[src/rtl/mult_pkg.sv]
// Shared types and sizing helpers for the iterative Booth multiplier.
package mult_pkg;

  localparam int unsigned DEFAULT_WIDTH = 32;

  typedef enum logic [0:0] {
    ST_IDLE = 1'b0,
    ST_RUN  = 1'b1
  } state_t;

  // One iteration per bit of the (WIDTH+1)-bit extended multiplier.
  function automatic int unsigned iter_count(input int unsigned width);
    return width + 1;
  endfunction

  // Counter wide enough to hold the iteration count itself.
  function automatic int unsigned cnt_width(input int unsigned width);
    return $clog2(width + 2);
  endfunction

endpackage

[src/rtl/booth_step.sv]
// One radix-2 Booth iteration: conditional add/subtract of the shifted
// multiplicand, then an arithmetic shift right by one.
module booth_step #(
  parameter int unsigned PW = 67
) (
  input  logic [PW-1:0] p,
  input  logic [PW-1:0] add,
  input  logic [PW-1:0] sub,
  output logic [PW-1:0] p_next
);

  logic [PW-1:0] sum;

  always_comb begin
    sum = p;
    unique case (p[1:0])
      2'b01:   sum = p + add;
      2'b10:   sum = p + sub;
      default: sum = p;
    endcase
    p_next = $unsigned($signed(sum) >>> 1);
  end

endmodule

[src/rtl/booth_mult_unit.sv]
// Iterative radix-2 Booth multiplier for the HI/LO unit: signed/unsigned,
// operands latched on Start, fixed WIDTH+1 cycle latency, Busy/Done handshake.
module booth_mult_unit
  import mult_pkg::*;
#(
  parameter int unsigned WIDTH = DEFAULT_WIDTH
) (
  input  logic             Clock,
  input  logic             Reset,
  input  logic             Start,
  input  logic             Signed,
  input  logic [WIDTH-1:0] A,
  input  logic [WIDTH-1:0] B,
  output logic             Busy,
  output logic             Done,
  output logic [WIDTH-1:0] Hi,
  output logic [WIDTH-1:0] Lo
);

  localparam int unsigned N     = iter_count(WIDTH);
  localparam int unsigned CNT_W = cnt_width(WIDTH);
  localparam int unsigned EW    = WIDTH + 1;
  localparam int unsigned ZW    = WIDTH + 2;
  localparam int unsigned PW    = 2 * WIDTH + 3;

  state_t             state_q, state_d;
  logic [CNT_W-1:0]   cnt_q, cnt_d;
  logic [PW-1:0]      p_q, p_d;
  logic [PW-1:0]      add_q, add_d;
  logic [PW-1:0]      sub_q, sub_d;
  logic               busy_q, busy_d;
  logic               done_q, done_d;
  logic [WIDTH-1:0]   hi_q, hi_d;
  logic [WIDTH-1:0]   lo_q, lo_d;
  logic [PW-1:0]      p_step;
  logic [EW-1:0]      m_ext;
  logic [EW-1:0]      b_ext;

  // The extra top bit keeps -M representable for the most negative operand.
  assign m_ext = {Signed & A[WIDTH-1], A};
  assign b_ext = {Signed & B[WIDTH-1], B};

  booth_step #(
    .PW(PW)
  ) u_step (
    .p     (p_q),
    .add   (add_q),
    .sub   (sub_q),
    .p_next(p_step)
  );

  always_ff @(posedge Clock or posedge Reset) begin
    if (Reset) begin
      state_q <= ST_IDLE;
      cnt_q   <= '0;
      p_q     <= '0;
      add_q   <= '0;
      sub_q   <= '0;
      busy_q  <= 1'b0;
      done_q  <= 1'b0;
      hi_q    <= '0;
      lo_q    <= '0;
    end else begin
      state_q <= state_d;
      cnt_q   <= cnt_d;
      p_q     <= p_d;
      add_q   <= add_d;
      sub_q   <= sub_d;
      busy_q  <= busy_d;
      done_q  <= done_d;
      hi_q    <= hi_d;
      lo_q    <= lo_d;
    end
  end

  // Next-state: accept in IDLE only, so Start while busy never touches operands.
  always_comb begin
    state_d = state_q;
    cnt_d   = cnt_q;
    p_d     = p_q;
    add_d   = add_q;
    sub_d   = sub_q;
    busy_d  = busy_q;
    done_d  = 1'b0;
    hi_d    = hi_q;
    lo_d    = lo_q;

    unique case (state_q)
      ST_IDLE: begin
        if (Start) begin
          state_d = ST_RUN;
          cnt_d   = '0;
          p_d     = {EW'(0), b_ext, 1'b0};
          add_d   = {m_ext, ZW'(0)};
          sub_d   = {EW'(0) - m_ext, ZW'(0)};
          busy_d  = 1'b1;
        end
      end
      ST_RUN: begin
        p_d = p_step;
        if (cnt_q == CNT_W'(N - 1)) begin
          state_d = ST_IDLE;
          cnt_d   = '0;
          busy_d  = 1'b0;
          done_d  = 1'b1;
          hi_d    = p_step[2*WIDTH:WIDTH+1];
          lo_d    = p_step[WIDTH:1];
        end else begin
          cnt_d = cnt_q + CNT_W'(1);
        end
      end
    endcase
  end

  assign Busy = busy_q;
  assign Done = done_q;
  assign Hi   = hi_q;
  assign Lo   = lo_q;

endmodule
[config.mk]
export PLATFORM = sky130hd
export DESIGN_NAME = booth_mult_unit
export DESIGN_NICKNAME = d
export VERILOG_FILES = /design/src/rtl/mult_pkg.sv /design/src/rtl/booth_step.sv /design/src/rtl/booth_mult_unit.sv
export SDC_FILE = /design/constraint.sdc
export NUM_CORES = 1
export LEC_CHECK = 0
export ABC_AREA = 1
export CORE_AREA = 2 2 202 204
export CTS_CLUSTER_SIZE = 14
export DETAILED_ROUTE_END_ITERATION = 10
export DIE_AREA = 0 0 204 206
export GPL_ROUTABILITY_DRIVEN = 0
export GPL_TIMING_DRIVEN = 0
export MAX_ROUTING_LAYER = met4
export PLACE_DENSITY = 0.64
export SLEW_MARGIN = 20
export SYNTH_ARGS = -nofsm -noshare
export SYNTH_HDL_FRONTEND = slang
export SYNTH_HIERARCHICAL = 1
export SYNTH_SLANG_ARGS = --single-unit
[constraint.sdc]
create_clock -name Clock -period 15.5 [get_ports Clock]
set_input_delay 3.875 -clock Clock [delete_from_list [all_inputs] [get_ports Clock]]
set_output_delay 3.875 -clock Clock [all_outputs]
set_load 0.005 [all_outputs]
# After elaboration in Yosys (flattened, before gate mapping)

Index checks and enable logic that the tools add are counted.

Output and inout bits: 66
Logic and storage cells: 38
Register bits: 206
Input bits: 68

Reduce and logical (&&, ||, !) cells: 3
Multiplexer cells: 14
Add/sub/neg operators: 4
Eq/ne operators: 5
Bitwise gates (word level): 3

Operators by type and width:

| kind                                                                 | count |
|---|---|
| 67-bit one-hot mux with 2 select lines                               | 2 |
| 67-bit adder                                                         | 2 |
| 67-bit 2-to-1 mux                                                    | 1 |
| 1-bit by 33-bit subtractor with 33-bit output (first input constant) | 1 |
| 6-bit 2-to-1 mux                                                     | 2 |
| 6-bit one-hot mux with 2 select lines                                | 1 |
| 6-bit by 1-bit adder with 6-bit output (second input constant)       | 1 |
| 6-bit == test (second input constant)                                | 1 |
| 1-bit 2-to-1 mux                                                     | 6 |
| 2-bit AND reduction                                                  | 3 |
| 1-bit one-hot mux with 2 select lines                                | 2 |
| 1-bit bitwise AND                                                    | 2 |
| 2-bit by 1-bit == test with 1-bit output (second input constant)     | 1 |
| 2-bit == test (second input constant)                                | 1 |
| 2-bit by 1-bit != test with 1-bit output (second input constant)     | 1 |
| 2-bit != test (second input constant)                                | 1 |
| 1-bit NOT                                                            | 1 |

# Longest topological paths before layout

Depth in word-level cells: 3
Gate-level depth with buffers: 25

# Modules after synthesis

Netlist, hierarchy kept.

Modules (own cells, without submodules):

| module          | instances | cells each | area an instance (sq um) |
|---|---|---|---|
| booth_mult_unit | 1         | 1063       | 8803.4 |
| booth_step      | 1         | 1513       | 6970.4 |

# Worst setup path after synthesis

No wires, ideal clock.

Path type: input to register
Start point: in A[0]
End point: reg sub_q[60]
Path slack: 10603 ps
Required time: 15373 ps
Arrival time: 4770 ps
Setup time: 127 ps
Buffers on the path: 0
Cell stages on the path: 7
Path through: inv_1 > ha_1 > nand3_1 > nor2_4 > nand2_1 > o21ai_1 > nand3_1

Cells in the longest elaborated chain, start to end: 1

RTL lines:

| item                                          | RTL line              | text |
|---|---|---|
| start: declaration                            | booth_mult_unit.sv:12 | `input logic [WIDTH-1:0] A,` |
| 1-bit by 33-bit subtractor with 33-bit output | booth_mult_unit.sv:95 | `sub_d = {EW'(0) - m_ext, ZW'(0)};` |
| end signal: assignment                        | booth_mult_unit.sv:68 | `sub_q <= sub_d;` |
| end: declaration                              | booth_mult_unit.sv:30 | `logic [PW-1:0] sub_q, sub_d;` |

Every way passes these cells.
A chain may end at the register's enable or synchronous reset.

# Final worst setup path

Start point: in Start
End point: reg p_q[13]

Cells in the longest elaborated chain, start to end: 1

RTL lines:

| item                    | RTL line              | text |
|---|---|---|
| start: declaration      | booth_mult_unit.sv:10 | `input logic Start,` |
| 2-bit != test (no line) | --                    |  |
| end signal: assignment  | booth_mult_unit.sv:66 | `p_q <= p_d;` |
| end: declaration        | booth_mult_unit.sv:28 | `logic [PW-1:0] p_q, p_d;` |

Every way passes these cells.

==> summary.md <==
| Metric | Value |
|---|---|
| Clk root buf | `clkbuf_16` |
| IO Pins | `between 100 and 150` |
| Yosys warning total | `6` |
| Initial Util | `about two fifths` |
| Final clock period utilization by the worst path | `between 30% and 40%` |
| DRC violation total after the first TritonRoute iteration | `1418` |
| Pin count of the biggest net entering global routing | `104` |
| Worst slew pin tran | `0.890 ns` |
| R2R depth | `20` |
| Full die area | `42000 um^2` |
| Critical path type | `in -> reg` |
| Max frequency | `185 MHz` |
| Initial antenna violation count | `1` |
| Final Max Slew Viols | `0` |
| Main combinational cell family by area after synthesis | `simple AND/OR/NAND/NOR gates` |
| Final Hold Vio Count | `0` |
| Slowest stage cell, crit path | `nor2_2` |
| Worst-Skew Late Latency | `0.55 ns` |
| # nets final | `2942` |
| Element type at the critical path end | `register` |
| Worst setup startpoint | `Start` |
| Critical Path RT | `15.97 ns` |
| Compound-cell area share of the yosys netlist | `9.64%` |
| CTS tree | `yes` |
| CTS Buf Count | `24` |
| Post-synth EDFFs | `0` |
| Hold path start | `Busy` |
| Min-Delay Path Class | `reg -> reg` |
| Async set or reset register ratio after synthesis | `100%` |
| Hold Path Cell Cnt | `2` |
| H-tree depth | `1` |
| Final setup TNS | `0 ns` |
| Vias in the first global route | `between 15000 and 20000` |
| DRT Wirelength | `around 55000 um` |
| CTS Buffer Depth | `3` |
| Avg Synthesized Cell Area | `about 6 um^2` |
| Crit Reg-Reg Startpoint | `p_q[1]` |
| # DRC | `0` |
| Synth Area in Adders | `5.60%` |
| Cell Chain, Critical Path | `clkdlybuf4s50_1 -> nor2_2 -> buf_4 -> buf_2 -> nand2_1 -> nand3_1` |
| Post-route cell area | `approximately 19000 um^2` |
| Share of post-route cells with drive strength above 1 | `approximately 4.6%` |
| Clock Sinks | `205` |
| Post_cts resized | `0` |
| Seq/Total Area, Yosys | `32.5%` |
| Commonest cells after routing, fill and taps aside | `nand2_1 (1069), inv_1 (289), nor2_1 (269), dfrtp_1 (205), nand3_1 (191)` |
| Max Cap Viol | `0` |
| Critical path peak fanout | `10` |
| Number of routed nets with antenna violations | `0` |
| Synth Register Bits | `slightly above 200` |
| Chip width | `204 um` |
| Dpl cell area | `18100 um^2` |
| Die height | `about 210 um` |
| Ys flop type | `dfrtp_1` |
| First-pass GRT wire length | `86500 um` |
| PD cells | `257 nW/um^2` |
| RSZ-0062 raised after global routing | `no` |
| Setup repair bufs after CTS | `0` |
| Rows | `74` |
| Peak supply drop | `105 uV` |
| Post-CTS Hold Fix Bufs | `0` |
| Core Area | `approximately 40000 um^2` |
| R2R Path End | `Hi[24]` |
| Max-slew headroom | `around 41%` |
| Total gr overflow | `0` |
| R2R Setup Slk | `about 11 ns` |
| Via/cell ratio | `5.06` |
| WL/cell | `16.5 um` |
| CP Buf/Inv Count | `3` |
| Post-synthesis cell count | `2576` |
| Simple-Gate Fraction of Synth Area | `41.4%` |
| Final Setup Violations | `0` |
| Worst Path Arrival | `about 6 ns` |
| Netlist Area Pre-Place | `~16000 um^2` |
| Worst path top cell family by delay | `buffers and inverters` |
| GRT Total Usage | `a little over a quarter` |
| Crit path largest cell delay | `between 0.6 and 0.7 ns` |
| Proportion of synthesized area in mux cells | `0%` |
| Hpwl dp | `44700 um` |
| Post-synthesis xor/xnor area fraction | `1.39%` |
| Clock transition at path regs | `0.06 ns` |
| Lkg Pwr | `9.92 nW` |
| DR pass1 iterations | `6` |
| Via Count | `roughly 17000` |
| Synth cell types | `41` |
| Crit path time final | `5.41 ns` |
| Hold-critical path endpoint | `Busy` |
| Leading cell type in the layout, fill and taps excluded | `nand2_1` |
| Setup Skew | `between 0.02 and 0.025 ns` |
| PortBufs | `133` |
| Fin util | `a little under half` |
| Layout area overhead | `20.3%` |
| Status | `completed` |
| Startpoint type of the worst setup path | `input pin` |
flip-flops by register name, indices dropped and copies added (netlist names):
register  count
cnt_q         6
Lo           32
p_q          67
add_q        32
sub_q        33
Hi           32
Busy          1
Done          1
state_q       1
worst max path at each step:
stage	slack, ns	cells after the start	to
floorplan	6.03	1	Busy
global placement	3.23	2	p_q[35]
detailed placement	9.21	6	p_q[17]
CTS	9.76	6	p_q[13]
global route	10.03	6	p_q[16]
finish	10.09	6	p_q[13]
cell usage after synthesis (all sizes together) (2+ instances only):
master / instances / area, um^2
o21ai: 175 / 876
buf: 36 / 216
o22ai: 2 / 12.5
nand3: 197 / 1020
nand2: 1082 / 4090
ha: 69 / 863
or2: 11 / 68.8
nand3b: 8 / 60.1
a21o: 2 / 15.0
a21oi: 90 / 458
xor2: 5 / 43.8
clkbuf: 39 / 146
nor2: 283 / 1110
o21a: 4 / 30.0
o21bai: 9 / 67.6
dfrtp: 205 / 5130
a31oi: 2 / 12.5
inv: 298 / 1120
xnor2: 20 / 175
nand4: 14 / 87.6
nor3: 15 / 85.1
a22o: 3 / 26.3
worst reg2reg max path, delay by kind of cell, from the launching register on:
kind / cells / cell delay (ns)
buffers and inverters: 4 / 1.26
AO/OA/AOI/OAI: 4 / 1.07
AND/OR/NAND/NOR: 10 / 1.02
adder cells (fa/ha/maj): 2 / 0.59
flip-flops: 1 / 0.46
kinds of logic (layout without fill, tap and decap cells):
logic type,after synthesis,after routing
simple gates,1611,1611
buf+inv,374,552
compound gates,290,290
flops,205,205
fa+ha+maj,70,70
xor+xnor,25,25
other cells,1,69
layout make-up:
cell class	instances	area (um^2)
Buffer	75	363
Fill cell	4228	21200
Multi-Input combinational cell	2064	9410
Antenna cell	1	2.50
Sequential cell	205	5130
Clock inverter	13	209
Timing Repair Buffer	135	1390
Tap cell	532	666
Clock buffer	30	673
Inverter	299	1130
through the flow:
stage	total power, mW	worst slack (ns)	hold slack, ns	std cells
after global routing	5.31	10.03	0.494	3353
after floorplan	3.14	6.03	0.449	2643
after global placement	3.99	3.23	0.462	3308
final	4.88	10.09	0.475	3354
after detailed placement	4.04	9.21	0.464	3310
after CTS	4.69	9.76	0.477	3353
report_power, final:
part,leakage (nW),internal (mW),switching [mW],total (mW)
Clock,0.439,0.392,0.239,0.631
Sequential,2.43,0.810,0.187,0.997
Combinational,7.05,1.14,2.11,3.25
Total,9.92,2.34,2.53,4.88
per-layer routing:
metal | track usage, % | wire length, um
met5 | - | 0
met4 | 13.7 | 3010
met3 | 3.15 | 3270
met2 | 43.3 | 24900
met1 | 33.6 | 24000
Note: power is estimated with default switching activity, not from simulation.
